$ cat src/rtl/seq_shifter.sv
// seq_shifter: iterative shift/rotate register.
// A word is loaded on start and then shifted by up to STEP bits per clock
// until the requested amount is consumed. Modes: SLL, SRL, SRA, ROL, ROR.
// Codes 5-7 are hold modes: they count down like a real op but leave q alone.
//
// Handshake: start is sampled only while busy==0 (IDLE). After the start
// edge, busy stays high through SHIFT and DONE. done is high for exactly one
// cycle (the DONE state), and q is final in that cycle. The FSM then returns
// to IDLE for at least one cycle before another start can be taken.
module seq_shifter #(
  parameter int WIDTH = 8,
  parameter int STEP  = 1,
  localparam int AW   = $clog2(WIDTH)
) (
  input  logic             clk,
  input  logic             rst,
  input  logic             start,
  input  logic             ld,
  input  logic [2:0]       op,
  input  logic [AW-1:0]    amt,
  input  logic [WIDTH-1:0] d,
  input  logic             ser_in,
  output logic [WIDTH-1:0] q,
  output logic             ser_out,
  output logic             busy,
  output logic             done
);

  typedef enum logic [1:0] {
    IDLE  = 2'd0,
    SHIFT = 2'd1,
    DONE  = 2'd2
  } state_t;

  localparam logic [2:0] OP_SLL = 3'd0;
  localparam logic [2:0] OP_SRL = 3'd1;
  localparam logic [2:0] OP_SRA = 3'd2;
  localparam logic [2:0] OP_ROL = 3'd3;
  localparam logic [2:0] OP_ROR = 3'd4;

  localparam logic [AW-1:0] STEP_W = AW'(STEP);

  state_t           state_q;
  state_t           state_d;
  logic [AW-1:0]    rem_q;
  logic [2:0]       op_q;
  logic [AW-1:0]    n_amt;
  logic [WIDTH-1:0] shift_q;
  logic             shift_bit;
  logic             op_real;
  int               n;

  assign busy    = (state_q != IDLE);
  assign done    = (state_q == DONE);
  assign op_real = (op_q <= OP_ROR);

  // Next-state logic: zero amount skips SHIFT; last step is the one with rem<=STEP.
  always_comb begin
    state_d = state_q;
    case (state_q)
      IDLE: begin
        if (start) begin
          state_d = (amt == '0) ? DONE : SHIFT;
        end
      end
      SHIFT: begin
        if (rem_q <= STEP_W) begin
          state_d = DONE;
        end
      end
      DONE: begin
        state_d = IDLE;
      end
      default: begin
        state_d = IDLE;
      end
    endcase
  end

  // One shift step of n=min(STEP,rem) bits plus the bit that leaves the register.
  always_comb begin
    n_amt     = (rem_q < STEP_W) ? rem_q : STEP_W;
    // n is never 0 in SHIFT; clamp so the bit selects below stay in range elsewhere.
    n         = (n_amt == '0) ? 1 : int'(n_amt);
    shift_q   = q;
    shift_bit = ser_out;
    for (int i = 0; i < WIDTH; i++) begin
      case (op_q)
        OP_SLL:  shift_q[i] = (i >= n) ? q[i-n] : ser_in;
        OP_SRL:  shift_q[i] = (i + n < WIDTH) ? q[i+n] : ser_in;
        OP_SRA:  shift_q[i] = (i + n < WIDTH) ? q[i+n] : q[WIDTH-1];
        OP_ROL:  shift_q[i] = q[(i - n + WIDTH) % WIDTH];
        OP_ROR:  shift_q[i] = q[(i + n) % WIDTH];
        default: shift_q[i] = q[i];
      endcase
    end
    case (op_q)
      OP_SLL, OP_ROL:         shift_bit = q[WIDTH-n];
      OP_SRL, OP_SRA, OP_ROR: shift_bit = q[n-1];
      default:                shift_bit = ser_out;
    endcase
  end

  // State register and datapath; reset also aborts any operation in flight.
  always_ff @(posedge clk) begin
    if (!rst) begin
      state_q <= IDLE;
      q       <= '0;
      ser_out <= 1'b0;
      rem_q   <= '0;
      op_q    <= '0;
    end else begin
      state_q <= state_d;
      case (state_q)
        IDLE: begin
          if (start) begin
            q     <= d;
            rem_q <= amt;
            op_q  <= op;
          end else if (ld) begin
            q <= d;
          end
        end
        SHIFT: begin
          rem_q <= rem_q - n_amt;
          if (op_real) begin
            q       <= shift_q;
            ser_out <= shift_bit;
          end
        end
        default: begin
        end
      endcase
    end
  end

endmodule

$ cat config.mk
export PLATFORM = sky130hd
export DESIGN_NAME = seq_shifter
export DESIGN_NICKNAME = d
export VERILOG_FILES = /design/src/rtl/seq_shifter.sv
export SDC_FILE = /design/constraint.sdc
export NUM_CORES = 1
export LEC_CHECK = 0
export CAP_MARGIN = 20
export CORE_ASPECT_RATIO = 0.8
export CORE_UTILIZATION = 45
export DETAILED_ROUTE_END_ITERATION = 10
export HOLD_SLACK_MARGIN = 0.1
export PLACE_DENSITY_LB_ADDON = 0.25
export SLEW_MARGIN = 30
export SYNTH_ARGS = -nofsm -noshare
export SYNTH_HDL_FRONTEND = slang
export SYNTH_SLANG_ARGS = --single-unit
$ cat constraint.sdc
create_clock -name clk -period 2.1 [get_ports clk]
set_input_delay 0.42 -clock clk [delete_from_list [all_inputs] [get_ports clk]]
set_output_delay 0.42 -clock clk [all_outputs]
set_load 0.02 [all_outputs]
==> metrics.txt <==
Cells after Synth 201; crit share post-route 91.02%; Req. time, crit path 1680 ps; Slew HR 62.53%; top-area cell type share of the netlist area 19.77%; TritonCTS Sinks 17; LEAKAGE 0.0009494 uW; Routed Antenna Nets 0; vias in the first global route 1510; Synth area leader dfxtp_1; P_int 785.0 uW; largest net degree at the start of global routing 16; CP arrival 1490 ps; #FFs+latches synth 17; most frequent cells in the layout clkdlybuf4s50_1 (29), nor2_1 (21), conb_1 (20); initial antenna violation count 0; clock group share of total power 19.1%; vias 1711; CTS resizes 0; DRC 1; Max-Cap Viols 0; Cell Pwr Density 558.5 nW/um^2; Die H 57.33 um; RSZ-0062 raised after global routing false; cells on worst reg2reg path 5; DP Worst Slack 49.98 ps; sw power 447.7 uW; Flop pwr share 34.2%; grt ovf 0; GRT Util Overall 24.22%; maximum clock path buffer count 2; fin crit period 1911 ps; Worst-Margin Slew 560.1 ps; fillcell total 316; post-DP HPWL 3775 um; sw frac 36.32%; # setup viols final 0; Cell variety after synth 52; die width 71.16 um; failing checks DRC; std cell rows 19; pins over their slew limit 0; Post-synth EDFFs 0; Layout area overhead 28.20%; Synth Cell Area 1722 um^2; DIE AREA 4079 um^2; Via density 5.780; TNS Setup 0 ps; total CTS buffers 3; H-tree Lvls 1; Power Total 1233 uW; Critical Path Start Type flip-flop; Worst-path clk slew 60 ps; worst hold path depth 2; Post-CTS Setup Inserts 0; Routed wire per std cell 16.02 um; Initial Utilization 48.60%; critical path class flip-flop to primary output; Synth Flop Type dfxtp_1; Antenna Cells 0; TritonCTS clock tree yes; reg2reg setup slack 270 ps; fmax 523.2 MHz; area of the core 3542 um^2; Root Buffer clkbuf_8; Worst-Skew Late Latency 250 ps; commonest non-fill, non-tap cell in the layout clkdlybuf4s50_1; ys async rst share 0%; Nets 287; Post-Route WL 4741 um; part of the power in combinational logic 46.6%; drt first pass iters 7; Seq/Total Area, Yosys 19.77%; # port buffers 29; crit end category primary output; worst-path fanout max 9; hold_buf cts 0; routability cong. 0.9284; layout cell share with drive strength beyond 1 11.02%; Setup WS post-layout 188.6 ps; Setup Skew 3.472 ps; Final Hold Vio Count 0; Initial DRC Count 125; io pins 30; Hold WC Path Type flip-flop to flip-flop; Avg Cell Area, Syn 8.565 um^2; top cells by area, synth dfxtp_1 (20%), ha_1 (9.4%), mux4_1 (9.2%); status complete, but fails checks; global-route wire length before repair 7514 um; maximum VDD drop 431.7 uV; Ys Warns 0
==> power groups by stage <==
stage	Clock, uW	Combinational, uW	Sequential (uW)
floorplan	0	356	430
global placement	0	553	426
detailed placement	0	554	426
CTS	242	557	420
global route	255	618	428
finish	236	575	422
==> flip-flops by register name, summed over array words and instances (netlist names) <==
name	count
ser_out	1
op_q	3
q	8
state_q	2
rem_q	3
==> path summary, 6_finish.rpt <==
kind,startpoint,endpoint
max reg2reg,op_q[1],q[7]
max,state_q[1],busy
min,rem_q[0],rem_q[0]
min reg2reg,rem_q[0],rem_q[0]
==> synthesized netlist by cell type (all sizes together), types with 2 or more instances <==
master   number
nor2         22
dfxtp        17
o21ai        15
ha           13
nand2        12
inv          10
a21oi         8
buf           8
mux4          8
nor2b         8
mux2i         6
o211ai        6
mux2          5
nand2b        5
clkbuf        4
nand3         4
a22oi         3
a311oi        3
a32oi         3
nor3          3
o21a          3
a21o          2
a31oi         2
a32o          2
conb          2
nand3b        2
nor3b         2
o2111ai       2
o211a         2
o31ai         2
or2           2
==> area by class of cell <==
| cell class | count | area [um^2] | area share [%] |
|---|---|---|---|
| Inverter | 10 | 37.54 | 1.701 |
| Timing Repair Buffer | 43 | 395.4 | 17.91 |
| Tap cell | 42 | 52.55 | 2.381 |
| Clock buffer | 4 | 45.04 | 2.041 |
| Multi-Input combinational cell | 180 | 1336 | 60.54 |
| Sequential cell | 17 | 340.3 | 15.42 |
==> critical path: stages (launching register included) <==
cell and delay, ps:
dfxtp_1 380, or2_2 330, clkdlybuf4s50_1 540
==> layer usage <==
| metal | share of wire, % | global-route usage (%) | wire, um |
|---|---|---|---|
| met1 | 50 | 37.36 | 2360 |
| met2 | 43 | 35.65 | 2016 |
| met3 | 7.4 | 4.947 | 353 |
| met4 | 0.23 | 2.857 | 11 |
| met5 | 0 | 0 | 0 |
==> cells by family (layout without fill, tap and decap cells) <==
kind of cell	after synthesis	count (layout)	share of synthesized area, %
compound gates	62	62	25.15
flops	17	17	19.77
xor+xnor	2	2	1.018
other cells	2	20	0.4362
simple gates	64	64	18.90
buf+inv	22	57	6.540
mux	19	19	18.75
fa+ha+maj	13	13	9.448
==> per-stage QoR <==
stage          instances  cell area, um^2  hold WS [ps]  utilization [%]
6_report             296             2207         519.2            62.31
5_1_grt              296             2207         551.1            62.31
4_1_cts              296             2207         516.9            62.31
3_5_place_dp         292             2162         501.2            61.04
3_3_place_gp         292             2162         494.5            61.04
2_1_floorplan        219             1789         470.1                -
(Power assumes the default switching activity.)
